--- config.mk ---
export PLATFORM = sky130hd
export DESIGN_NAME = inorder_issue_queue_flat
export DESIGN_NICKNAME = d
export VERILOG_FILES = /design/src/rtl/inorder_issue_queue_if.sv /design/src/rtl/inorder_issue_queue.sv /design/src/flat_wrapper.sv
export SDC_FILE = /design/constraint.sdc
export NUM_CORES = 2
export LEC_CHECK = 0
export ABC_AREA = 0
export CORE_MARGIN = 8
export CORE_UTILIZATION = 54
export DETAILED_ROUTE_END_ITERATION = 8
export PLACE_DENSITY_LB_ADDON = 0.15
export SLEW_MARGIN = 20
export SYNTH_ARGS = -nofsm -noshare
export SYNTH_HDL_FRONTEND = slang
export SYNTH_SLANG_ARGS = --single-unit
--- constraint.sdc ---
create_clock -name clk -period 17.3 [get_ports clk]
set_input_delay 2.595 -clock clk [delete_from_list [all_inputs] [get_ports clk]]
set_output_delay 2.595 -clock clk [all_outputs]
set_load 0.02 [all_outputs]
--- src/rtl/inorder_issue_queue_if.sv ---
// Enqueue (rename side) and dequeue (memory-pipe side) handshake bundle for inorder_issue_queue.
interface inorder_issue_queue_if #(
  parameter int ENQ_W     = 2,
  parameter int AL_W      = 5,
  parameter int PR_W      = 6,
  parameter int PAYLOAD_W = 72
);
  logic [ENQ_W-1:0]           enq_valid;
  logic [ENQ_W*AL_W-1:0]      enq_al_addr;
  logic [ENQ_W*PR_W-1:0]      enq_rs1;
  logic [ENQ_W*PR_W-1:0]      enq_rs2;
  logic [ENQ_W-1:0]           enq_uses_rs1;
  logic [ENQ_W-1:0]           enq_uses_rs2;
  logic [ENQ_W-1:0]           enq_rs1_ready;
  logic [ENQ_W-1:0]           enq_rs2_ready;
  logic [ENQ_W*PAYLOAD_W-1:0] enq_payload;
  logic                       enq_ready;

  logic                       deq_valid;
  logic                       deq_ready;
  logic [AL_W-1:0]            deq_al_addr;
  logic [PR_W-1:0]            deq_rs1;
  logic [PR_W-1:0]            deq_rs2;
  logic                       deq_uses_rs1;
  logic                       deq_uses_rs2;
  logic [PAYLOAD_W-1:0]       deq_payload;

  modport master (
    output enq_valid, enq_al_addr, enq_rs1, enq_rs2, enq_uses_rs1, enq_uses_rs2,
           enq_rs1_ready, enq_rs2_ready, enq_payload, deq_ready,
    input  enq_ready, deq_valid, deq_al_addr, deq_rs1, deq_rs2, deq_uses_rs1,
           deq_uses_rs2, deq_payload
  );

  modport slave (
    input  enq_valid, enq_al_addr, enq_rs1, enq_rs2, enq_uses_rs1, enq_uses_rs2,
           enq_rs1_ready, enq_rs2_ready, enq_payload, deq_ready,
    output enq_ready, deq_valid, deq_al_addr, deq_rs1, deq_rs2, deq_uses_rs1,
           deq_uses_rs2, deq_payload
  );
endinterface

--- src/rtl/inorder_issue_queue.sv ---
// In-order issue queue: multi-lane enqueue, wb snoop wakeup, head-only issue, age-based recall.
// Optional INORDER_IQ_WAKE_BYPASS_EN lets a same-cycle wb hit on the head sources enable issue.
module inorder_issue_queue #(
  parameter int DEPTH     = 8,
  parameter int ENQ_W     = 2,
  parameter int NUM_WB    = 4,
  parameter int AL_W      = 5,
  parameter int PR_W      = 6,
  parameter int PAYLOAD_W = 72
) (
  input  logic                         clk,
  input  logic                         reset,
  inorder_issue_queue_if.slave         iq,
  input  logic [NUM_WB-1:0]            wb_valid,
  input  logic [NUM_WB*PR_W-1:0]       wb_rd,
  input  logic                         recall,
  input  logic [AL_W-1:0]              recall_al_addr,
  input  logic [AL_W-1:0]              al_head,
  input  logic                         no_branches,
  input  logic [AL_W-1:0]              oldest_branch_al_addr,
  output logic [$clog2(DEPTH):0]       count,
  output logic                         full,
  output logic                         empty
);
  localparam int PTR_W = $clog2(DEPTH);
  localparam int CNT_W = PTR_W + 1;
  typedef logic [PTR_W-1:0] ptr_t;

  logic [DEPTH-1:0]     valid_q, valid_d, rdy1_q, rdy1_d, rdy2_q, rdy2_d;
  logic [DEPTH-1:0]     uses1_q, uses1_d, uses2_q, uses2_d;
  logic [AL_W-1:0]      al_q  [DEPTH];
  logic [AL_W-1:0]      al_d  [DEPTH];
  logic [PR_W-1:0]      rs1_q [DEPTH];
  logic [PR_W-1:0]      rs1_d [DEPTH];
  logic [PR_W-1:0]      rs2_q [DEPTH];
  logic [PR_W-1:0]      rs2_d [DEPTH];
  logic [PAYLOAD_W-1:0] pay_q [DEPTH];
  logic [PAYLOAD_W-1:0] pay_d [DEPTH];
  ptr_t                 head_q, head_d, tail_q, tail_d;
  logic [CNT_W-1:0]     count_q, count_d;

  logic                 enq_ok, head_nonspec, head_rs1_ok, head_rs2_ok, deq_valid_c, deq_fire;
  logic [DEPTH-1:0]     squash;
  logic [CNT_W-1:0]     n_squash, n_enq;
  ptr_t                 slot;

  function automatic logic wb_hit(input logic [PR_W-1:0] pr, input logic [NUM_WB-1:0] v,
                                  input logic [NUM_WB*PR_W-1:0] rd);
    logic h;
    h = 1'b0;
    for (int unsigned k = 0; k < NUM_WB; k++)
      if (v[k] && rd[k*PR_W +: PR_W] == pr) h = 1'b1;
    return h;
  endfunction

  function automatic logic [AL_W-1:0] age(input logic [AL_W-1:0] x, input logic [AL_W-1:0] h);
    return x - h;
  endfunction

  always_comb begin
    enq_ok       = (CNT_W'(DEPTH) - count_q) >= CNT_W'(ENQ_W);
    head_nonspec = no_branches ||
                   (age(al_q[head_q], al_head) < age(oldest_branch_al_addr, al_head));
`ifdef INORDER_IQ_WAKE_BYPASS_EN
    head_rs1_ok  = rdy1_q[head_q] | wb_hit(rs1_q[head_q], wb_valid, wb_rd);
    head_rs2_ok  = rdy2_q[head_q] | wb_hit(rs2_q[head_q], wb_valid, wb_rd);
`else
    head_rs1_ok  = rdy1_q[head_q];
    head_rs2_ok  = rdy2_q[head_q];
`endif
    deq_valid_c  = valid_q[head_q] & head_rs1_ok & head_rs2_ok & head_nonspec & ~recall;
    deq_fire     = deq_valid_c & iq.deq_ready;
  end

  always_comb begin
    valid_d  = valid_q;
    uses1_d  = uses1_q;
    uses2_d  = uses2_q;
    al_d     = al_q;
    rs1_d    = rs1_q;
    rs2_d    = rs2_q;
    pay_d    = pay_q;
    head_d   = head_q;
    tail_d   = tail_q;
    count_d  = count_q;
    n_squash = '0;
    n_enq    = '0;
    slot     = '0;
    squash   = '0;
    for (int unsigned i = 0; i < DEPTH; i++) begin
      rdy1_d[i] = rdy1_q[i] | (valid_q[i] & wb_hit(rs1_q[i], wb_valid, wb_rd));
      rdy2_d[i] = rdy2_q[i] | (valid_q[i] & wb_hit(rs2_q[i], wb_valid, wb_rd));
      squash[i] = valid_q[i] && (age(al_q[i], al_head) >= age(recall_al_addr, al_head));
      n_squash  = n_squash + CNT_W'(squash[i]);
    end
    // Program order equals AL order, so squashed entries are always the youngest tail run.
    if (recall) begin
      valid_d = valid_q & ~squash;
      tail_d  = tail_q - ptr_t'(n_squash);
      count_d = count_q - n_squash;
    end else begin
      if (deq_fire) begin
        valid_d[head_q] = 1'b0;
        rdy1_d[head_q]  = 1'b0;
        rdy2_d[head_q]  = 1'b0;
        head_d          = head_q + ptr_t'(1);
      end
      for (int unsigned i = 0; i < ENQ_W; i++) begin
        if (iq.enq_valid[i] && enq_ok) begin
          slot          = tail_q + ptr_t'(i);
          valid_d[slot] = 1'b1;
          al_d[slot]    = iq.enq_al_addr[i*AL_W +: AL_W];
          rs1_d[slot]   = iq.enq_rs1[i*PR_W +: PR_W];
          rs2_d[slot]   = iq.enq_rs2[i*PR_W +: PR_W];
          uses1_d[slot] = iq.enq_uses_rs1[i];
          uses2_d[slot] = iq.enq_uses_rs2[i];
          pay_d[slot]   = iq.enq_payload[i*PAYLOAD_W +: PAYLOAD_W];
          rdy1_d[slot]  = iq.enq_rs1_ready[i] | ~iq.enq_uses_rs1[i] |
                          wb_hit(iq.enq_rs1[i*PR_W +: PR_W], wb_valid, wb_rd);
          rdy2_d[slot]  = iq.enq_rs2_ready[i] | ~iq.enq_uses_rs2[i] |
                          wb_hit(iq.enq_rs2[i*PR_W +: PR_W], wb_valid, wb_rd);
          n_enq         = n_enq + CNT_W'(1);
        end
      end
      tail_d  = tail_q + ptr_t'(n_enq);
      count_d = count_q + n_enq - CNT_W'(deq_fire);
    end
  end

  always_ff @(posedge clk) begin
    if (reset) begin
      valid_q <= '0;
      rdy1_q  <= '0;
      rdy2_q  <= '0;
      uses1_q <= '0;
      uses2_q <= '0;
      head_q  <= '0;
      tail_q  <= '0;
      count_q <= '0;
      for (int unsigned i = 0; i < DEPTH; i++) begin
        al_q[i]  <= '0;
        rs1_q[i] <= '0;
        rs2_q[i] <= '0;
        pay_q[i] <= '0;
      end
    end else begin
      valid_q <= valid_d;
      rdy1_q  <= rdy1_d;
      rdy2_q  <= rdy2_d;
      uses1_q <= uses1_d;
      uses2_q <= uses2_d;
      head_q  <= head_d;
      tail_q  <= tail_d;
      count_q <= count_d;
      al_q    <= al_d;
      rs1_q   <= rs1_d;
      rs2_q   <= rs2_d;
      pay_q   <= pay_d;
    end
  end

  // Enqueue lanes must be filled from lane 0 upward with no gaps.
  always_ff @(posedge clk) begin
    if (!reset) assert ((iq.enq_valid & (iq.enq_valid + ENQ_W'(1))) == '0);
  end

  assign iq.enq_ready    = enq_ok;
  assign iq.deq_valid    = deq_valid_c;
  assign iq.deq_al_addr  = al_q[head_q];
  assign iq.deq_rs1      = rs1_q[head_q];
  assign iq.deq_rs2      = rs2_q[head_q];
  assign iq.deq_uses_rs1 = uses1_q[head_q];
  assign iq.deq_uses_rs2 = uses2_q[head_q];
  assign iq.deq_payload  = pay_q[head_q];
  assign count           = count_q;
  assign full            = count_q == CNT_W'(DEPTH);
  assign empty           = count_q == '0;
endmodule

--- src/flat_wrapper.sv ---
// flat-port wrapper written by rule: the top's interface ports become plain ports
module inorder_issue_queue_flat 
#(
  parameter int DEPTH     = 8,
  parameter int ENQ_W     = 2,
  parameter int NUM_WB    = 4,
  parameter int AL_W      = 5,
  parameter int PR_W      = 6,
  parameter int PAYLOAD_W = 72
)
  (clk, reset, wb_valid, wb_rd, recall, recall_al_addr, al_head, no_branches, oldest_branch_al_addr, count, full, empty, iq_enq_valid, iq_enq_al_addr, iq_enq_rs1, iq_enq_rs2, iq_enq_uses_rs1, iq_enq_uses_rs2, iq_enq_rs1_ready, iq_enq_rs2_ready, iq_enq_payload, iq_deq_ready, iq_enq_ready, iq_deq_valid, iq_deq_al_addr, iq_deq_rs1, iq_deq_rs2, iq_deq_uses_rs1, iq_deq_uses_rs2, iq_deq_payload);
  inorder_issue_queue_if #(.ENQ_W(ENQ_W), .AL_W(AL_W), .PR_W(PR_W), .PAYLOAD_W(PAYLOAD_W)) iq_i ();
  input  logic clk;
  input  logic reset;
  input  logic [NUM_WB-1:0] wb_valid;
  input  logic [NUM_WB*PR_W-1:0] wb_rd;
  input  logic recall;
  input  logic [AL_W-1:0] recall_al_addr;
  input  logic [AL_W-1:0] al_head;
  input  logic no_branches;
  input  logic [AL_W-1:0] oldest_branch_al_addr;
  output logic [$clog2(DEPTH):0] count;
  output logic full;
  output logic empty;
  input wire logic [$bits(iq_i.enq_valid)-1:0] iq_enq_valid;
  input wire logic [$bits(iq_i.enq_al_addr)-1:0] iq_enq_al_addr;
  input wire logic [$bits(iq_i.enq_rs1)-1:0] iq_enq_rs1;
  input wire logic [$bits(iq_i.enq_rs2)-1:0] iq_enq_rs2;
  input wire logic [$bits(iq_i.enq_uses_rs1)-1:0] iq_enq_uses_rs1;
  input wire logic [$bits(iq_i.enq_uses_rs2)-1:0] iq_enq_uses_rs2;
  input wire logic [$bits(iq_i.enq_rs1_ready)-1:0] iq_enq_rs1_ready;
  input wire logic [$bits(iq_i.enq_rs2_ready)-1:0] iq_enq_rs2_ready;
  input wire logic [$bits(iq_i.enq_payload)-1:0] iq_enq_payload;
  input wire logic [$bits(iq_i.deq_ready)-1:0] iq_deq_ready;
  output wire logic [$bits(iq_i.enq_ready)-1:0] iq_enq_ready;
  output wire logic [$bits(iq_i.deq_valid)-1:0] iq_deq_valid;
  output wire logic [$bits(iq_i.deq_al_addr)-1:0] iq_deq_al_addr;
  output wire logic [$bits(iq_i.deq_rs1)-1:0] iq_deq_rs1;
  output wire logic [$bits(iq_i.deq_rs2)-1:0] iq_deq_rs2;
  output wire logic [$bits(iq_i.deq_uses_rs1)-1:0] iq_deq_uses_rs1;
  output wire logic [$bits(iq_i.deq_uses_rs2)-1:0] iq_deq_uses_rs2;
  output wire logic [$bits(iq_i.deq_payload)-1:0] iq_deq_payload;
  assign iq_i.enq_valid = iq_enq_valid;
  assign iq_i.enq_al_addr = iq_enq_al_addr;
  assign iq_i.enq_rs1 = iq_enq_rs1;
  assign iq_i.enq_rs2 = iq_enq_rs2;
  assign iq_i.enq_uses_rs1 = iq_enq_uses_rs1;
  assign iq_i.enq_uses_rs2 = iq_enq_uses_rs2;
  assign iq_i.enq_rs1_ready = iq_enq_rs1_ready;
  assign iq_i.enq_rs2_ready = iq_enq_rs2_ready;
  assign iq_i.enq_payload = iq_enq_payload;
  assign iq_i.deq_ready = iq_deq_ready;
  assign iq_enq_ready = iq_i.enq_ready;
  assign iq_deq_valid = iq_i.deq_valid;
  assign iq_deq_al_addr = iq_i.deq_al_addr;
  assign iq_deq_rs1 = iq_i.deq_rs1;
  assign iq_deq_rs2 = iq_i.deq_rs2;
  assign iq_deq_uses_rs1 = iq_i.deq_uses_rs1;
  assign iq_deq_uses_rs2 = iq_i.deq_uses_rs2;
  assign iq_deq_payload = iq_i.deq_payload;
  inorder_issue_queue #(.DEPTH(DEPTH), .ENQ_W(ENQ_W), .NUM_WB(NUM_WB), .AL_W(AL_W), .PR_W(PR_W), .PAYLOAD_W(PAYLOAD_W)) u_core (.clk(clk), .reset(reset), .iq(iq_i), .wb_valid(wb_valid), .wb_rd(wb_rd), .recall(recall), .recall_al_addr(recall_al_addr), .al_head(al_head), .no_branches(no_branches), .oldest_branch_al_addr(oldest_branch_al_addr), .count(count), .full(full), .empty(empty));
endmodule
# Yosys cells after proc, flatten, opt, wreduce, memory -nomap -nowiden
# Index checks and enable logic that the tools add are counted.
[word_totals]
output_inout_bits = 99
input_bits = 236
mem_bits_rw = 0
ff_bits = 762
latchBits = 0
mem_count = 0
rom_bits = 0
[op_classes]
muxes = 186
shifts = 0
div = 0
reduce_logical = 98
mul = 0
bitwise_logic = 61
addsub = 27
order_cmp = 21
eq_ne = 81
[ops]
columns = ["op", "n"]
rows = [
  ["$mux 576", 3],
  ["$bwmux 576", 2],
  ["$eq 6x6->1", 80],
  ["$demux 72 s3", 2],
  ["$mux 48", 6],
  ["$mux 72", 4],
  ["$bmux 72 s3", 1],
  ["$bwmux 48", 4],
  ["$mux 8", 24],
  ["$mux 40", 3],
  ["$mux 1", 97],
  ["$logic_and 1x1->1", 95],
  ["$bwmux 40", 2],
  ["$bwmux 8", 8],
  ["$sub 5x5->5", 11],
  ["$ge 5x5->1", 8],
  ["$bmux 6 s3", 2],
  ["$demux 6 s3", 2],
  ["$mux 6", 6],
  ["$and 8x8->8", 4],
  ["$demux 5 s3", 2],
  ["$add 4x1->4", 6],
  ["$or 1x1->1", 24],
  ["$and 1x1->1", 21],
  ["other kinds (29)", 57],
]

# Longest topological paths before layout
[depth]
ltp_word = 18
ltp_mapped = 29
mapped_depth_nobuf = 26

# Worst setup path before layout
# OpenSTA, ideal clock, no wires.
[synth_path]
kind = "input -> output"
start = "input port al_head[1]"
end = "output port iq_deq_valid"
arrival_time_ns = 5.635
setup_slack_ns = 9.070
cell_stages = 10
required_time_ns = 14.705
path_cell_list = "inv_1 -> ha_1 -> a21o_1 -> a21oi_1 -> xor2_1 -> ha_1 -> a21o_1 -> a21oi_1 -> o221ai_1 -> nor4_1"
[synth_via]
elab_chain_len = 5
elab_cells_between_ends = 6
[synth_rtl]
columns = ["item", "line_no", "text"]
rows = [
  ["start, declared", "flat_wrapper.sv:19", "input logic [AL_W-1:0] al_head;"],
  ["$sub 5x5->5", "inorder_issue_queue.sv:57", "return x - h;"],
  ["$lt 5x5->1 *", "inorder_issue_queue.sv:63", "(age(al_q[head_q], al_head) < age(oldest_branch_al_addr, al_head));"],
  ["$logic_or 1x1->1 *", "inorder_issue_queue.sv:62", "head_nonspec = no_branches ||"],
  ["$and 1x1->1 * (2 in series)", "inorder_issue_queue.sv:71", "deq_valid_c = valid_q[head_q] & head_rs1_ok & head_rs2_ok & head_nonspec & ~recall;"],
  ["end, declared", "flat_wrapper.sv:36", "output wire logic [$bits(iq_i.deq_valid)-1:0] iq_deq_valid;"],
]
# Every way passes the cells marked *; elsewhere a longest branch is shown, timed or not.

# Worst setup path after layout
[layout_path]
start = "input port al_head[0]"
end = "output port iq_deq_valid"
# Same word-level chain as after synthesis.

==> flow_summary.json <==
{
  "run_status": "completed",
  "root_buffer": "clkbuf_16",
  "ctsHoldBuffers": 0,
  "cellInternalPower_mw": 4.40,
  "holdPathStages": 2,
  "rrSetupSlack_ns": 10.14,
  "gr-usage-met2_pct": 56.7,
  "nets": 5572,
  "die_y_um": 312,
  "synth.area.top_cells": "dfxtp_1, o22a_1, o22ai_1, nor2_1, mux4_2",
  "timing.hold.ws_ns": 0.489,
  "synth_most_common_cell": "nor2_1",
  "synth.largest_area_cell": "dfxtp_1",
  "critPathCaptureType": "output port",
  "synthTopCellsByCount": "nor2_1, dfxtp_1, o22a_1",
  "avgRoutedWirePerCell_um": 28.9,
  "grt_start_max_net_pins": 207,
  "critPathLaunchType": "input pin",
  "die_w_um": 312,
  "core_um2": 86600,
  "swShare_pct": 37.6,
  "grt_pass1_wl_um": 280000,
  "htreeDepth": 3,
  "leakage_nw": 18.0,
  "syn-cell-area_um2": 47200,
  "worst_pin_slew_ns": 1.20,
  "num_io_pins": 335,
  "clock_latency_ns": 0.66,
  "cts_buffers": 86,
  "top_usage_layer": "met2",
  "synthCells": 5531,
  "yosys.area.top_type_share_pct": 32.3,
  "combPwrFrac_pct": 39.2,
  "dp.cells": 6293,
  "synth_nets": 5877,
  "cts_resized": 0,
  "fin_crit_sh_pct": 54.4,
  "slew_headroom_pct": 19.8,
  "overflow": 0,
  "fin_cells": 6469,
  "synth-async-reset-ratio_pct": 0,
  "yosysSeqAreaShare_pct": 32.3,
  "crit_required_ns": 14.70,
  "max_freq_mhz": 106,
  "r2r_start": "u_core.head_q[1]",
  "cp_max_fo": 11,
  "r2r_cells": 24,
  "r2r-end": "u_core.count[2]",
  "setup_viol": 0,
  "post_drt_via_cell_ratio": 7.10,
  "drtAntennaViolNets": 0,
  "rsz0062_at_grt": "no",
  "grt_use_total_pct": 36.3,
  "ir_drop_mv": 0.0958,
  "worst_hold_path_type": "reg -> reg",
  "maxCapViolCount": 0,
  "synth-edff-count": 0,
  "p_per_area_nw_per_um2": 134,
  "yosys_warnings": 0,
  "min_from": "u_core.pay_q[334]",
  "clkTransAtPathRegs_ns": 0.06,
  "criticalPathCategory": "in -> out",
  "dr.pass1.iters": 8,
  "clock-skew-final_ns": 0.0265,
  "use_met3_pct": 7.55,
  "finalSetupTns_ns": 0,
  "holdPathEnd": "u_core.pay_q[334]",
  "ys_ff_latch": 762,
  "gp_congestion": 0.916,
  "dieArea_um2": 97100,
  "synthFlopType": "dfxtp_1",
  "layout-drive-gt1-share_pct": 8.86,
  "p_total_mw": 7.05,
  "area_growth_pct": 11.7,
  "cp.arrival_ns": 6.82,
  "route.detailed.drc": 0,
  "post-cts-setup-buffers": 0,
  "start_util_pct": 54.5,
  "finalWorstSetupSlack_ns": 7.88,
  "antenna_found_initial": 26,
  "cts-root-to-sink-buffers": 3,
  "slew_violations": 0,
  "preCtsSetupSlack_ns": 7.84,
  "grtUsageMet1_pct": 46.1,
  "row_count": 108,
  "hpwl_um": 102000,
  "power.switching_mw": 2.65,
  "wl_um": 187000,
  "io_buffers": 334,
  "synth_cell_type_count": 63,
  "vias": 45961,
  "grt_pass1_vias": 44332,
  "hold_violations": 0,
  "power.share.clock_pct": 27.3,
  "syn-mean-instance-area_um2": 8.53,
  "clock_sinks": 762,
  "drtIter0Drc": 6144,
  "seqPwrFrac_pct": 33.5,
  "tritoncts": "yes",
  "period_minus_slack_ns": 9.42
}
## registers in the layout, summed over array words and instances, names as in the netlist
| name | flops |
|---|---|
| u_core.rs1_q | 48 |
| u_core.uses2_q | 8 |
| u_core.pay_q | 576 |
| u_core.head_q | 3 |
| u_core.tail_q | 3 |
| u_core.al_q | 40 |
| u_core.rdy2_q | 8 |
| u_core.rs2_q | 48 |
| u_core.rdy1_q | 8 |
| u_core.uses1_q | 8 |
| u_core.count | 4 |
| u_core.valid_q | 8 |
## stage by stage
step                utilization (%)  instance area [um2]
floorplan                         -                47200
global placement               57.4                49700
detailed placement             57.4                49700
CTS                            60.7                52600
global route                   60.8                52700
finish                         60.8                52700
## layout make-up
class                           count  area, um2
Sequential cell                   762      15300
Clock buffer                      130       2550
Antenna cell                       20       50.0
Clock inverter                     26        385
Timing Repair Buffer              427       4100
Multi-Input combinational cell   3895      28700
Fill cell                        7538      33900
Tap cell                         1155       1450
Inverter                           54        203
## critical path, stage by stage
cell and delay (ns):
clkdlybuf4s50_1 0.80, ha_1 0.24, inv_1 0.06, fa_1 0.39, a21o_1 0.17, a21oi_1 0.17, xnor2_1 0.10, xnor2_1 0.16
ha_1 0.31, a21oi_1 0.13, o221ai_1 0.33, nor4_1 0.58, clkdlybuf4s50_1 0.79
## layout by cell type, fill, tap and decap left out, types with 88 or more instances in the layout
master and count:
clkbuf_16 88, clkdlybuf4s50_1 332, dfxtp_1 759, o22ai_1 659, buf_4 89, o22a_1 699
a21oi_1 102, xnor2_1 271, mux2_2 97, mux4_2 106, ha_1 92, nor3_1 88
nor2_1 878, xor2_1 264
## worst max-delay path by stage
stage                     cells after the start               end        from
after floorplan                              10      iq_deq_valid  al_head[1]
after global placement                       23  u_core.tail_q[2]  al_head[0]
after detailed placement                     13      iq_deq_valid  al_head[0]
after CTS                                    13      iq_deq_valid  al_head[0]
after global routing                         13      iq_deq_valid  al_head[0]
final                                        13      iq_deq_valid  al_head[0]
## power by group through the flow
| stage | clock (mW) | combinational [mW] | sequential [mW] |
|---|---|---|---|
| final | 1.93 | 2.77 | 2.36 |
| after global routing | 2.00 | 2.95 | 2.39 |
| after CTS | 1.93 | 2.71 | 2.34 |
| after detailed placement | 0 | 2.70 | 2.38 |
| after global placement | 0 | 2.65 | 2.37 |
| after floorplan | 0 | 2.01 | 2.23 |
## cell families (layout without fill, tap and decap cells)
kind of cell	after synthesis	in the layout	synth area share [%]
buffers and inverters	874	637	7.33
muxes	252	252	8.45
DFF	762	762	32.3
and+or+nand+nor	1306	1306	12.0
adders and majority gates	116	116	3.33
other	0	20	0
AOI/OAI and AO/OA	1686	1686	26.6
xor gates and xnor gates	535	535	9.93
## metal layers
layer / wire (um) / vias to the layer above
li1: - / 19666
met1: 71300 / 22351
met2: 83900 / 3138
met3: 20300 / 794
met4: 11600 / 12
met5: 80 / -
No activity file was read; power rests on OpenSTA's default activity.
